File: src/rtl/mmult_opt_mdc_engine_ctrl_pkg.sv
// Shared types for the mmult_opt_mdc engine controller: command/status
// payloads exchanged with the controller FSM and the engine state encoding.
package mmult_opt_mdc_package;

  localparam int unsigned ENG_CNT_WIDTH = 32;

  typedef enum logic [1:0] {
    ENG_IDLE  = 2'd0,
    ENG_START = 2'd1,
    ENG_RUN   = 2'd2,
    ENG_DONE  = 2'd3
  } state_engine_t;

  typedef struct packed {
    logic                     clear;
    logic                     enable;
    logic                     start;
    logic [ENG_CNT_WIDTH-1:0] cnt_limit_out_r;
  } ctrl_engine_t;

  typedef struct packed {
    logic                     ready;
    logic                     done;
    logic [ENG_CNT_WIDTH-1:0] cnt_out_r;
  } flags_engine_t;

endpackage

File: src/rtl/mmult_opt_mdc_engine_ctrl_if.sv
// HLS kernel handshake plus the out_r stream between kernel and streamer sink.
interface mmult_opt_mdc_engine_ctrl_if;

  logic kernel_start_o;
  logic kernel_ready_i;
  logic kernel_done_i;
  logic kernel_out_r_valid_i;
  logic kernel_out_r_ready_o;
  logic sink_out_r_valid_o;
  logic sink_out_r_ready_i;

  // Engine side
  modport master (
    output kernel_start_o,
    output kernel_out_r_ready_o,
    output sink_out_r_valid_o,
    input  kernel_ready_i,
    input  kernel_done_i,
    input  kernel_out_r_valid_i,
    input  sink_out_r_ready_i
  );

  // Kernel / sink side
  modport slave (
    input  kernel_start_o,
    input  kernel_out_r_ready_o,
    input  sink_out_r_valid_o,
    output kernel_ready_i,
    output kernel_done_i,
    output kernel_out_r_valid_i,
    output sink_out_r_ready_i
  );

endinterface

File: src/rtl/mmult_opt_mdc_engine_ctrl.sv
// Launch controller for the HLS mmult kernel: sequences ap_start/ap_ready/ap_done,
// passes the out_r stream through and counts delivered output beats.
module mmult_opt_mdc_engine_ctrl
  import mmult_opt_mdc_package::*;
#(
  parameter int unsigned CNT_WIDTH = ENG_CNT_WIDTH
) (
  input  logic                               clk_i,
  input  logic                               rst_ni,
  input  logic                               test_mode_i,
  input  ctrl_engine_t                       ctrl_i,
  output flags_engine_t                      flags_o,
  mmult_opt_mdc_engine_ctrl_if.master        eng_if
);

  state_engine_t        state_q, state_d;
  logic [CNT_WIDTH-1:0] cnt_q, cnt_d;
  logic [CNT_WIDTH-1:0] limit;
  logic                 kernel_start;
  logic                 sink_valid;
  logic                 beat;
  logic                 cnt_sat;
  logic                 idle_or_done;
  logic                 unused_test_mode;

  assign unused_test_mode = test_mode_i;
  assign limit            = CNT_WIDTH'(ctrl_i.cnt_limit_out_r);

  // Zero-latency stream pass-through, gated by enable
  assign sink_valid                  = eng_if.kernel_out_r_valid_i & ctrl_i.enable;
  assign eng_if.sink_out_r_valid_o   = sink_valid;
  assign eng_if.kernel_out_r_ready_o = eng_if.sink_out_r_ready_i & ctrl_i.enable;

  assign kernel_start          = (state_q == ENG_START) & ctrl_i.enable;
  assign eng_if.kernel_start_o = kernel_start;

  assign beat         = sink_valid & eng_if.sink_out_r_ready_i;
  assign cnt_sat      = (cnt_q == limit) | (cnt_q == {CNT_WIDTH{1'b1}});
  assign idle_or_done = (state_q == ENG_IDLE) | (state_q == ENG_DONE);

  // Next state and beat counter; clear overrides everything, enable=0 freezes
  always_comb begin
    state_d = state_q;
    cnt_d   = cnt_q;
    if (ctrl_i.clear) begin
      state_d = ENG_IDLE;
      cnt_d   = '0;
    end else begin
      if (beat && !cnt_sat) begin
        cnt_d = cnt_q + CNT_WIDTH'(1);
      end
      if (ctrl_i.enable) begin
        case (state_q)
          ENG_IDLE, ENG_DONE: begin
            if (ctrl_i.start) state_d = ENG_START;
          end
          ENG_START: begin
            if (kernel_start && eng_if.kernel_ready_i) state_d = ENG_RUN;
          end
          ENG_RUN: begin
            if (eng_if.kernel_done_i) state_d = ENG_DONE;
          end
          default: state_d = state_q;
        endcase
      end
    end
  end

  always_ff @(posedge clk_i or negedge rst_ni) begin
    if (!rst_ni) begin
      state_q <= ENG_IDLE;
      cnt_q   <= '0;
    end else begin
      state_q <= state_d;
      cnt_q   <= cnt_d;
    end
  end

  // Status toward the controller FSM
  always_comb begin
    flags_o           = '0;
    flags_o.ready     = idle_or_done & ~ctrl_i.clear;
    flags_o.done      = (cnt_q == limit) & idle_or_done & (limit != '0);
    flags_o.cnt_out_r = ENG_CNT_WIDTH'(cnt_q);
  end

endmodule
File: src/flat_wrapper.sv
// flat-port wrapper written by rule: the top's interface ports become plain ports
module mmult_opt_mdc_engine_ctrl_flat import mmult_opt_mdc_package::*;
#(
  parameter int unsigned CNT_WIDTH = ENG_CNT_WIDTH
)
  (clk_i, rst_ni, test_mode_i, ctrl_i, flags_o, eng_if_kernel_start_o, eng_if_kernel_out_r_ready_o, eng_if_sink_out_r_valid_o, eng_if_kernel_ready_i, eng_if_kernel_done_i, eng_if_kernel_out_r_valid_i, eng_if_sink_out_r_ready_i);
  mmult_opt_mdc_engine_ctrl_if eng_if_i ();
  input  logic clk_i;
  input  logic rst_ni;
  input  logic test_mode_i;
  input  ctrl_engine_t ctrl_i;
  output flags_engine_t flags_o;
  output wire logic [$bits(eng_if_i.kernel_start_o)-1:0] eng_if_kernel_start_o;
  output wire logic [$bits(eng_if_i.kernel_out_r_ready_o)-1:0] eng_if_kernel_out_r_ready_o;
  output wire logic [$bits(eng_if_i.sink_out_r_valid_o)-1:0] eng_if_sink_out_r_valid_o;
  input wire logic [$bits(eng_if_i.kernel_ready_i)-1:0] eng_if_kernel_ready_i;
  input wire logic [$bits(eng_if_i.kernel_done_i)-1:0] eng_if_kernel_done_i;
  input wire logic [$bits(eng_if_i.kernel_out_r_valid_i)-1:0] eng_if_kernel_out_r_valid_i;
  input wire logic [$bits(eng_if_i.sink_out_r_ready_i)-1:0] eng_if_sink_out_r_ready_i;
  assign eng_if_kernel_start_o = eng_if_i.kernel_start_o;
  assign eng_if_kernel_out_r_ready_o = eng_if_i.kernel_out_r_ready_o;
  assign eng_if_sink_out_r_valid_o = eng_if_i.sink_out_r_valid_o;
  assign eng_if_i.kernel_ready_i = eng_if_kernel_ready_i;
  assign eng_if_i.kernel_done_i = eng_if_kernel_done_i;
  assign eng_if_i.kernel_out_r_valid_i = eng_if_kernel_out_r_valid_i;
  assign eng_if_i.sink_out_r_ready_i = eng_if_sink_out_r_ready_i;
  mmult_opt_mdc_engine_ctrl #(.CNT_WIDTH(CNT_WIDTH)) u_core (.clk_i(clk_i), .rst_ni(rst_ni), .test_mode_i(test_mode_i), .ctrl_i(ctrl_i), .flags_o(flags_o), .eng_if(eng_if_i));
endmodule
File: config.mk
export PLATFORM = sky130hd
export DESIGN_NAME = mmult_opt_mdc_engine_ctrl_flat
export DESIGN_NICKNAME = d
export VERILOG_FILES = /design/src/rtl/mmult_opt_mdc_engine_ctrl_pkg.sv /design/src/rtl/mmult_opt_mdc_engine_ctrl_if.sv /design/src/rtl/mmult_opt_mdc_engine_ctrl.sv /design/src/flat_wrapper.sv
export SDC_FILE = /design/constraint.sdc
export NUM_CORES = 1
export LEC_CHECK = 0
export ABC_AREA = 1
export CORE_ASPECT_RATIO = 1.2
export CORE_MARGIN = 10
export CORE_UTILIZATION = 55
export DETAILED_ROUTE_END_ITERATION = 6
export DONT_BUFFER_PORTS = 1
export PLACE_DENSITY = 0.7
export SYNTH_ARGS = -nofsm -noshare
export SYNTH_HDL_FRONTEND = slang
export SYNTH_SLANG_ARGS = --single-unit
File: constraint.sdc
create_clock -name clk_i -period 3.6 [get_ports clk_i]
set_input_delay 0.54 -clock clk_i [delete_from_list [all_inputs] [get_ports clk_i]]
set_output_delay 0.54 -clock clk_i [all_outputs]
set_load 0.02 [all_outputs]
-- After elaboration in Yosys (flattened, before gate mapping)
Cells that the tools add are included.
- multiplexer cells: 8
- bitwise operators: 10
- add/sub/neg operators: 1
- equality and inequality tests: 8
- reductions and logical operators: 9
- operator list (kind ; number):
    32-bit two-way mux ; 2
    32-bit by 1-bit adder with 32-bit output, second input constant ; 1
    32-bit equality test ; 1
    32-bit equality test, second input constant ; 1
    32-bit nonzero test ; 1
    2-bit two-way mux ; 5
    3-bit inequality test, second input constant ; 3
    1-bit bitwise AND ; 7
    2-bit case mux with 3 select lines ; 1
    2-bit equality test, second input constant ; 2
    4-bit AND reduction ; 1
    2-bit nonzero test ; 2
    2-bit by 1-bit equality test with 1-bit output, second input constant ; 1
    1-bit logical AND ; 2
    2-bit logical NOT ; 1
    1-bit OR ; 2
    2-bit OR reduction ; 1
    1-bit logical NOT ; 1
    1-bit inverter ; 1
- bits of input ports: 42
- output and inout bits: 37
- register bits: 34
- logic and storage cells: 38

-- Longest topological paths before layout
Gate-level depths: netlist of run 1.
- word-level depth: 7
- gate-level depth with buffers: 12
- gate-level depth less buffers: 11

-- Worst setup path before layout of run 1
No wires, ideal clock.
- path kind: flip-flop to output port
- start point: register u_core.cnt_q[4]
- end point: output port flags_o[32] (netlist name)
- data arrival time: 1893 ps
- data required time: 3060 ps
- buffers on the path: 2
- slack: 1167 ps
- cell stages (with the launch flop): 10
- cell sequence: dfrtp_1 -> buf_2 -> xnor2_1 -> nand2_1 -> nor2_1 -> nand2_1 -> nor2_1 -> nand2_2 -> buf_2 -> nor3_1
- RTL lines (what ; RTL line ; source):
    from (decl) ; mmult_opt_mdc_engine_ctrl.sv:17 ; logic [CNT_WIDTH-1:0] cnt_q, cnt_d;
    from (signal assigned) ; mmult_opt_mdc_engine_ctrl.sv:75 ; cnt_q <= cnt_d;
    to (decl) ; flat_wrapper.sv:12 ; output flags_engine_t flags_o;

==> results of run 1 <==
-- timing repair --
item,in CTS,in global routing
endpoints found under the hold margin,34,0
hold buffers,1,0
setup endpoints to repair,0,0
resized for setup,0,0
-- final timing paths --
kind / from / endpoint / cells after the start
worst min-delay path: rst_ni / u_core.cnt_q[15] / 1
min in group clk_i: ctrl_i[34] / u_core.state_q[0] / 1
worst min register to register: u_core.state_q[1] / u_core.state_q[1] / 2
worst max register to register: u_core.cnt_q[0] / u_core.cnt_q[4] / 11
max in group asynchronous: rst_ni / u_core.cnt_q[14] / 1
worst max-delay path: u_core.cnt_q[17] / flags_o[32] / 10
-- per-stage QoR --
step / hold slack [ns] / utilization (%) / cell area (µm²)
2_1_floorplan: 0.244 / - / 3180
3_3_place_gp: 0.246 / 56.3 / 3170
3_5_place_dp: 0.246 / 56.3 / 3170
4_1_cts: 0.0838 / 58.3 / 3280
5_1_grt: 0.0782 / 58.3 / 3280
6_report: 0.0780 / 58.3 / 3280
-- cell families after synthesis --
group	Yosys count	share of synthesized area, %
adders and majority gates	4	1.57
and+or+nand+nor	354	49.3
xor gates and xnor gates	33	9.09
AOI/OAI and AO/OA	6	1.26
buffers and inverters	90	12.0
DFF	34	26.8
-- worst max-delay path, cell delays in order, from the launching register on --
cell	delay [ns]
dfrtp_1	0.54
inv_1	0.16
nand2_1	0.06
nand2_1	0.05
nand2_1	0.05
nor2_1	0.15
nand2_1	0.09
nor2_1	0.22
nand2_2	0.09
nor3_1	0.19
buf_4	0.18
-- report_power, final --
| part | total (mW) | internal [mW] | switching, mW |
|---|---|---|---|
| combinational | 0.0885 | 0.0286 | 0.0599 |
| sequential | 0.391 | 0.385 | 0.00551 |
| clock | 0.305 | 0.154 | 0.151 |
-- sequential cells by signal (all words and copies together), names as in the netlist --
register,count
u_core.cnt_q,32
u_core.state_q,2
-- layer usage --
| layer | track usage (%) | wire [µm] |
|---|---|---|
| met2 | 36.2 | 4680 |
| met5 | 0 | 0 |
| met4 | 6.37 | 193 |
| met1 | 26.8 | 4030 |
| met3 | 4.15 | 612 |
-- cell type report --
type | instances | area (µm²)
clock buffer | 6 | 82.6
clock inverter | 2 | 12.5
fill | 570 | 2350
inverter | 73 | 277
multi-input combinational | 397 | 1950
sequential | 34 | 851
tap | 64 | 80.1
timing repair buffer | 3 | 35.0
-- synthesized netlist by cell type --
| cell | number |
|---|---|
| nand2_1 | 185 |
| inv_1 | 69 |
| nor2_1 | 65 |
| nand3_1 | 49 |
| nand4_1 | 36 |
| dfrtp_1 | 34 |
| xnor2_1 | 27 |
| nor4_1 | 8 |
| buf_2 | 7 |
| xor2_1 | 6 |
| clkbuf_1 | 4 |
| ha_1 | 4 |
| buf_1 | 3 |
| buf_8 | 3 |
| a21oi_1 | 2 |
| inv_2 | 2 |
| nand2_2 | 2 |
| nor2_2 | 2 |
| a211oi_1 | 1 |
| and2_1 | 1 |
| clkinv_1 | 1 |
| inv_4 | 1 |
| nand2_4 | 1 |
| nand2_8 | 1 |
| nand3_2 | 1 |
| nor2_4 | 1 |
| nor2_8 | 1 |
| nor3_1 | 1 |
| o21ai_0 | 1 |
| o221ai_1 | 1 |
| o32ai_1 | 1 |
-- layout by cell type (no fill, tap or decap), drive strengths merged, types with 2 or more instances in the layout --
master	instances
nand2	189
inv	72
nor2	69
nand3	50
nand4	36
dfrtp	34
xnor2	27
nor4	8
xor2	6
clkbuf	6
ha	4
buf	3
a21oi	2
clkinv	2
==> results_dict.tcl, run 1 <==
set metrics [dict create \
    final_layout_size_suffix_gt1_share_pct 4.47 \
    clock_insertion_delay_worst_skew_ns 0.29 \
    setup_viol 0 \
    setup_slack_of_the_worst_register_to_register_path_ns 1.22 \
    netlist-cell-type-count 31 \
    slew_headroom_pct 31.5 \
    grt_start_max_net_pins 65 \
    ys_warn_count 0 \
    synthesis.nets 567 \
    power-per-cell-area_nw_per_um2 239 \
    synth_largest_area_cell "dfrtp_1" \
    netlist_instances 521 \
    dieArea_um2 9240 \
    netlist_area_um2 3180 \
    synth_area_leaders "dfrtp_1, nand2_1, inv_1, nand3_1, nor2_1" \
    synthesis.area_per_instance_um2 6.10 \
    finClkSkew_ns 0.00642 \
    fp-row-count 30 \
    totalWireLength_mm 9.51 \
    antenna_cells_inserted 0 \
    path_max_fanout 7 \
    instances_no_fill 579 \
    io-pin-count 79 \
    post_drt_wl_per_cell_um 16.4 \
    rsz_0062_raised_after_global_routing "no" \
    final_net_count 560 \
    layout_worst_path_cycle_share_pct 72.6 \
    numCtsBuffers 5 \
    grt_antenna_before_repair 0 \
    start_util_pct 56.5 \
    p_leak_nw 1.65 \
    first_global_vias 3120 \
    die-height_um 103 \
    setup.worst_path.start_class "flip-flop" \
    final.min_clock_period_ns 2.61 \
    clk_transition_reported_paths_ns 0.08 \
    dr_total_vias 3216 \
    slew_viol_final 0 \
    cts.root.buffer_cell "clkbuf_8" \
    vdd_ir_drop_max_v 0.000218 \
    cap_violations 0 \
    drt_iter0_drc 155 \
    grt_pass1_wl_mm 15.5 \
    dr.pass1.iters 5 \
    avgViaCountPerCell 5.55 \
    synth.yosys.seq_area_share_pct 26.8 \
    synth.ff_latch_count 34 \
    finalSetupTns_ns 0 \
    htree_num_levels 2 \
    gr-total-overflow 0 \
    fmaxAchievable_mhz 383 \
    worst-endpoint-required_ns 3.06 \
    dp_worst_setup_slack_ns 1.24 \
    core_region_area_um2 5630 \
    final_hold_violation_count 0 \
    power.total_mw 0.784 \
    gpl.final_weighted_congestion 0.920 \
    cp-end-kind "output port" \
    cts_setup_buffers 0 \
    hpwl_detailed_mm 7.21 \
    outcome "completed" \
    clkSinkCount 34 \
    cts.path.max_buffers 2 \
    cts_tree "yes" \
    worstHoldPathType "in2async" \
    cp_data_arrival_time_ns 2.07 \
    die_width_um 89.4 \
    grt.total_usage_pct 21.4 \
    placed_cell_count 570 \
    area_delta_synth_final_pct 3.27 \
    worst-slew-pin-transition_ns 1.03 \
    synth_largest_type_area_fraction_pct 26.8 \
    worstSetupPathType "reg2out" \
    fin_ws_ns 0.987 \
    ant_nets 0 \
    drc 0 \
    number_of_port_buffers 0 \
]
(Power assumes the default switching activity.)
==> run 2, diff against run 1 <==
--- a/config.mk
+++ b/config.mk
@@ -5,7 +5,7 @@
 export SDC_FILE = /design/constraint.sdc
 export NUM_CORES = 1
 export LEC_CHECK = 0
-export ABC_AREA = 1
+export ABC_AREA = 0
 export CORE_ASPECT_RATIO = 1.2
 export CORE_MARGIN = 10
 export CORE_UTILIZATION = 55
==> constraint.sdc (replaced) <==
create_clock -name clk_i -period 2.55 [get_ports clk_i]
set_input_delay 0.3825 -clock clk_i [delete_from_list [all_inputs] [get_ports clk_i]]
set_output_delay 0.3825 -clock clk_i [all_outputs]
set_load 0.02 [all_outputs]
==> run 2 against run 1 <==
Against the previous run:
- wire length fell by 21%
- global-route usage down 1.6 points
- clock power increased by 56%
==> results_dict.tcl, run 2 <==
set metrics [dict create \
    outcome "completed" \
    synthesis.nets 330 \
    cts.path.max_buffers 2 \
    cp-end-kind "output port" \
    post_drt_wl_per_cell_um 20.5 \
    final.min_clock_period_ns 2.41 \
    rsz_0062_raised_after_global_routing "no" \
    slew_headroom_pct 68.2 \
    finalSetupTns_ns 0 \
    grt_pass1_wl_mm 12.1 \
    dp_worst_setup_slack_ns 0.253 \
    finClkSkew_ns 0.00722 \
    totalWireLength_mm 7.56 \
    synth_top_family_by_area "simple AND/OR/NAND/NOR gates" \
    synthSimpleGateAreaFrac_pct 29.4 \
    netlist_area_um2 2520 \
    cts_tree "yes" \
    layout_worst_path_cycle_share_pct 94.5 \
    dieArea_um2 7690 \
    start_util_pct 58.2 \
    largest_register_ffs 32 \
    largest_reg_by_ff_count "u_core.cnt_q" \
    synthAdderAreaFrac_pct 1.99 \
    hpwl_detailed_mm 5.92 \
    layout_common_cells "xor2_1, buf_4, dfrtp_1" \
    vdd_ir_drop_max_v 0.000326 \
    setup_viol 0 \
    synth.yosys.seq_area_share_pct 33.8 \
    cap_violations 0 \
    fp-row-count 26 \
    yosys-top-cells-count "dfrtp_1, xor2_1, a21oi_1" \
    synth.area.mux_share_pct 2.49 \
    final_hold_violation_count 0 \
    netlist-cell-type-count 37 \
    grt_start_max_net_pins 41 \
    multi_input_area_um2 1520 \
    synth_compound_area_share_pct 14.2 \
    htree_num_levels 2 \
    dr_total_vias 2329 \
    layout.core_utilization_pct 66.8 \
    final_layout_size_suffix_gt1_share_pct 19.8 \
    cts.root.buffer_cell "clkbuf_8" \
    dr.pass1.iters 4 \
    final_common_cell "xor2_1" \
    clk_transition_reported_paths_ns 0.07 \
    ys_warn_count 0 \
    antenna_cells_inserted 0 \
    worst-endpoint-required_ns 2.17 \
    synth-async-reset-ratio_pct 100 \
    fin_ws_ns 0.141 \
    synth_largest_area_cell "dfrtp_1" \
    placed_cell_count 358 \
    instances_no_fill 369 \
    gr-total-overflow 0 \
    regArea_um2 853 \
    avgViaCountPerCell 6.31 \
    die-height_um 94.1 \
    synthesis.area_per_instance_um2 8.86 \
    gpl.final_weighted_congestion 0.859 \
    largestRegisters "u_core.cnt_q: 32 flops, u_core.state_q: 2 flops" \
    slew_viol_final 0 \
    netlist_instances 284 \
    cp_data_arrival_time_ns 2.03 \
    drc 0 \
    final_net_count 358 \
    worst-slew-pin-transition_ns 0.473 \
    numCtsBuffers 5 \
    io-pin-count 79 \
    first_global_vias 2366 \
    fmaxAchievable_mhz 415 \
    synth.ff_latch_count 34 \
    setup.worst_path.start_class "flip-flop" \
    ant_nets 0 \
    area_delta_synth_final_pct 14.9 \
    synth-xor-area-share_pct 12.2 \
    n_fill_cell 375 \
    grt.total_usage_pct 19.8 \
    grt_antenna_before_repair 0 \
    number_of_port_buffers 0 \
    die_width_um 81.7 \
    synth_area_leaders "dfrtp_1, xor2_1, or4_1, a21oi_1, o31ai_1" \
    p_leak_nw 1.19 \
    dominantRegCellSynth "dfrtp_1" \
    clkSinkCount 34 \
    drt_iter0_drc 108 \
    synth_largest_type_area_fraction_pct 33.8 \
    core_region_area_um2 4330 \
    path_max_fanout 6 \
    worstHoldPathType "in2reg" \
    clock_insertion_delay_worst_skew_ns 0.29 \
    power-per-cell-area_nw_per_um2 392 \
    number_of_synthesized_flops_with_an_enable_pin 0 \
    worstSetupPathType "reg2out" \
]
run 2: cell types whose count changed after synthesis, sizes merged, moves of 19 or more:
| cell | previous run | this run |
|---|---|---|
| nand4 | 36 | 17 |
| nand2 | 189 | 15 |
| xnor2 | 27 | 1 |
| nor2 | 69 | 15 |
| inv | 72 | 10 |
| nand3 | 50 | 9 |
| xor2 | 6 | 34 |
| a21oi | 2 | 25 |
run 2: cell type report:
type | instances | share of cell area, %
Multi-Input combinational cell | 225 | 52.7
Sequential cell | 34 | 29.5
Timing Repair Buffer | 36 | 10.3
Clock buffer | 8 | 3.81
Tap cell | 56 | 2.42
Inverter | 10 | 1.30
run 2: path summary, 6_finish.rpt:
check / startpoint / depth (start not counted) / to / slack [ns]
worst max-delay path: u_core.cnt_q[0] / 6 / flags_o[32] / 0.14
worst min-delay path: ctrl_i[34] / 1 / u_core.cnt_q[12] / 0.15
worst max register to register: u_core.cnt_q[9] / 6 / u_core.cnt_q[21] / 0.18
worst min register to register: u_core.state_q[1] / 2 / u_core.state_q[1] / 0.56
max in group asynchronous: rst_ni / 2 / u_core.cnt_q[17] / 1.79
min in group asynchronous: rst_ni / 2 / u_core.cnt_q[9] / 0.56
run 2: kinds of logic after synthesis:
family,Yosys count
and+or+nand+nor,123
DFF,34
muxes,5
AOI/OAI and AO/OA,58
adders and majority gates,4
xor gates and xnor gates,35
buffers and inverters,25
run 2: worst max-delay path, stage by stage (launching register included):
cell	delay (ns)
dfrtp_1	0.40
buf_4	0.18
xor2_1	0.19
nor4_2	0.28
nand4_2	0.27
nor3_2	0.27
buf_4	0.17
run 2: metrics by stage:
step / power (mW) / cell area (µm²) / hold WS (ns)
3_5_place_dp: 0.652 / 2740 / 0.0883
2_1_floorplan: 0.642 / 2520 / 0.0869
4_1_cts: 1.14 / 2880 / 0.145
3_3_place_gp: 0.650 / 2740 / 0.0882
5_1_grt: 1.18 / 2890 / 0.141
6_report: 1.13 / 2890 / 0.150
run 2: what timing repair did:
action,CTS,global route
setup endpoints to repair,0,1
hold buffers,2,0
setup buffers,0,1
endpoints found under the hold margin,34,0
resized for setup,0,3
run 2: report_power, final:
part           switching, mW  internal (mW)
Sequential           0.00395          0.544
Combinational         0.0681         0.0421
Clock                  0.203          0.273
Total                  0.275          0.859
run 2: routing by layer:
metal,GRT usage [%],routed length [µm],vias to the layer above
li1,-,-,1120
met2,32.8,3670,83
met5,0,0,-
met4,6.11,183,0
met3,9.10,876,17
met1,22.1,2830,1109
==> run 3, diff against run 2 <==
--- a/config.mk
+++ b/config.mk
@@ -12,6 +12,7 @@
 export DETAILED_ROUTE_END_ITERATION = 6
 export DONT_BUFFER_PORTS = 1
 export PLACE_DENSITY = 0.7
+export SETUP_SLACK_MARGIN = 0.3
 export SYNTH_ARGS = -nofsm -noshare
 export SYNTH_HDL_FRONTEND = slang
 export SYNTH_SLANG_ARGS = --single-unit
==> run 3 against run 2 <==
Against the previous run:
- hold slack lost 0.0058 ns
- clock-buffer cell count is the same
- clock skew shrank 0.0017 ns
- via count grew 6.4%
- sequential share of layout area shrank 1.6 points
- largest power group unchanged
==> results_dict.tcl, run 3 (synthesized netlist as in run 2, its figures left out) <==
set metrics [dict create \
    clock_insertion_delay_worst_skew_ns 0.29 \
    core_region_area_um2 4330 \
    final.min_clock_period_ns 2.22 \
    cp_data_arrival_time_ns 2.44 \
    cts_tree "yes" \
    setup_viol 0 \
    numCtsBuffers 5 \
    worstHoldPathType "in2reg" \
    post_drt_wl_per_cell_um 21.6 \
    grt_use_met3_pct 9.77 \
    timing.hold.worst.start "ctrl_i[34]" \
    dr_total_vias 2478 \
    fp-row-count 26 \
    antenna_cells_inserted 0 \
    worst-endpoint-required_ns 2.77 \
    htree_num_levels 2 \
    first_global_vias 2423 \
    path_max_fanout 8 \
    finClkSkew_ns 0.00551 \
    cap_violations 0 \
    totalWireLength_mm 8.14 \
    final_layout_size_suffix_gt1_share_pct 31.3 \
    launch_point_of_the_worst_path "u_core.cnt_q[0]" \
    power.total_mw 1.15 \
    grt_antenna_before_repair 0 \
    ant_nets 0 \
    outcome "completed" \
    die-height_um 94.1 \
    p_leak_nw 1.22 \
    placed_cell_count 358 \
    dr.pass1.iters 5 \
    grt_pass1_wl_mm 12.4 \
    path_common_cell "buf_4" \
    final_hold_violation_count 0 \
    timing.rr.start "u_core.cnt_q[0]" \
    slew_viol_final 0 \
    final_net_count 365 \
    crit_family "simple AND/OR/NAND/NOR gates" \
    fmaxAchievable_mhz 451 \
    gr-total-overflow 0 \
    largestRegisters "u_core.cnt_q: 32 flops, u_core.state_q: 2 flops" \
    worst-path-buf-inv 4 \
    cp-end-kind "flip-flop" \
    area_delta_synth_final_pct 23.8 \
    power-per-cell-area_nw_per_um2 370 \
    cts.path.max_buffers 2 \
    cts.root.buffer_cell "clkbuf_8" \
    rsz_0062_raised_after_global_routing "yes" \
    worst_path_largest_cell_delay_ns 0.54 \
    dieArea_um2 7690 \
    global_route.usage.met1_pct 22.0 \
    io-pin-count 79 \
    start_util_pct 58.2 \
    avgViaCountPerCell 6.59 \
    largest_register_ffs 32 \
    final_common_cell "buf_4" \
    worstSetupPathType "reg2reg" \
    setup.worst_path.start_class "flip-flop" \
    cp_cell_sequence "buf_6, xor2_2, nor4_2, nand4_2, buf_4, o21ai_4, buf_12, buf_4, or4_1, a21oi_2" \
    worst-slew-pin-transition_ns 0.503 \
    largest_reg_by_ff_count "u_core.cnt_q" \
    die_width_um 81.7 \
    clkSinkCount 34 \
    gpl.final_weighted_congestion 0.859 \
    drt_iter0_drc 169 \
    instances_no_fill 376 \
    layout_worst_path_cycle_share_pct 86.9 \
    vdd_ir_drop_max_v 0.000328 \
    grtUsageMet2_pct 34.1 \
    grt.total_usage_pct 20.4 \
    number_of_port_buffers 0 \
    slew_headroom_pct 66.2 \
    drc 0 \
    layout_common_cells "buf_4, xor2_1, a21oi_1" \
    fin_ws_ns 0.334 \
    layout.core_utilization_pct 72.0 \
    timing.critical_path.slowest_stage_cell "or4_1" \
    dp_worst_setup_slack_ns 0.253 \
    finalSetupTns_ns 0 \
    grt_start_max_net_pins 41 \
    grt_most_used_layer "met2" \
    clk_transition_reported_paths_ns 0.07 \
    hpwl_detailed_mm 5.92 \
]
-- run 3: cell count changes in the layout (fill, tap and decap cells not counted), moves of 2 or more --
cell and delta:
dfrtp_1 -12, dfrtp_2 +12, xor2_1 -8, xor2_2 +8, a21oi_1 -3, a21oi_2 +3, buf_4 +3, buf_6 +2
nor2_1 -2, nor4_1 -2, nor4_2 +2, or4_1 -2, or4_4 +2
-- run 3: repair_timing --
action                     4_1_cts  5_1_grt
hold endpoints to repair        34        0
gates resized for setup          5       33
hold buffers                     2        0
cloned                           0        1
setup buffers                    6        1
pin swaps                        5       12
setup endpoints to repair       20       30
-- run 3: through the flow --
step / instance area (µm²) / hold WS [ns]
4_1_cts: 2930 / 0.141
3_5_place_dp: 2740 / 0.0883
6_report: 3120 / 0.144
3_3_place_gp: 2740 / 0.0882
5_1_grt: 3120 / 0.136
2_1_floorplan: 2520 / 0.0869
-- run 3: final cells by class --
type                       instances  area, µm²
clock buffer                       8        110
timing repair buffer              43        388
tap                               56       70.1
multi-input combinational        225       1640
fill                             343       1210
inverter                          10       37.5
sequential                        34        868
-- run 3: worst paths after layout --
kind | slack, ns | endpoint | cells after the start
worst max register to register | 0.33 | u_core.cnt_q[24] | 10
worst min-delay path | 0.14 | u_core.cnt_q[24] | 1
min in group asynchronous | 0.56 | u_core.cnt_q[9] | 2
worst max-delay path | 0.33 | u_core.cnt_q[24] | 10
worst min register to register | 0.56 | u_core.state_q[1] | 2
max in group asynchronous | 1.79 | u_core.cnt_q[17] | 2
-- run 3: per-layer routing --
metal | vias up | wire [µm] | share of wire, %
met5 | - | 0 | 0
met4 | 0 | 286 | 3.5
met3 | 21 | 971 | 12
met2 | 120 | 3980 | 49
met1 | 1213 | 2900 | 36
li1 | 1124 | - | -
-- run 3: report_power, final --
part | internal [mW] | total (mW) | switching (mW)
logic | 0.0534 | 0.127 | 0.0735
clock network | 0.273 | 0.478 | 0.206
registers | 0.544 | 0.549 | 0.00478
total | 0.870 | 1.15 | 0.284
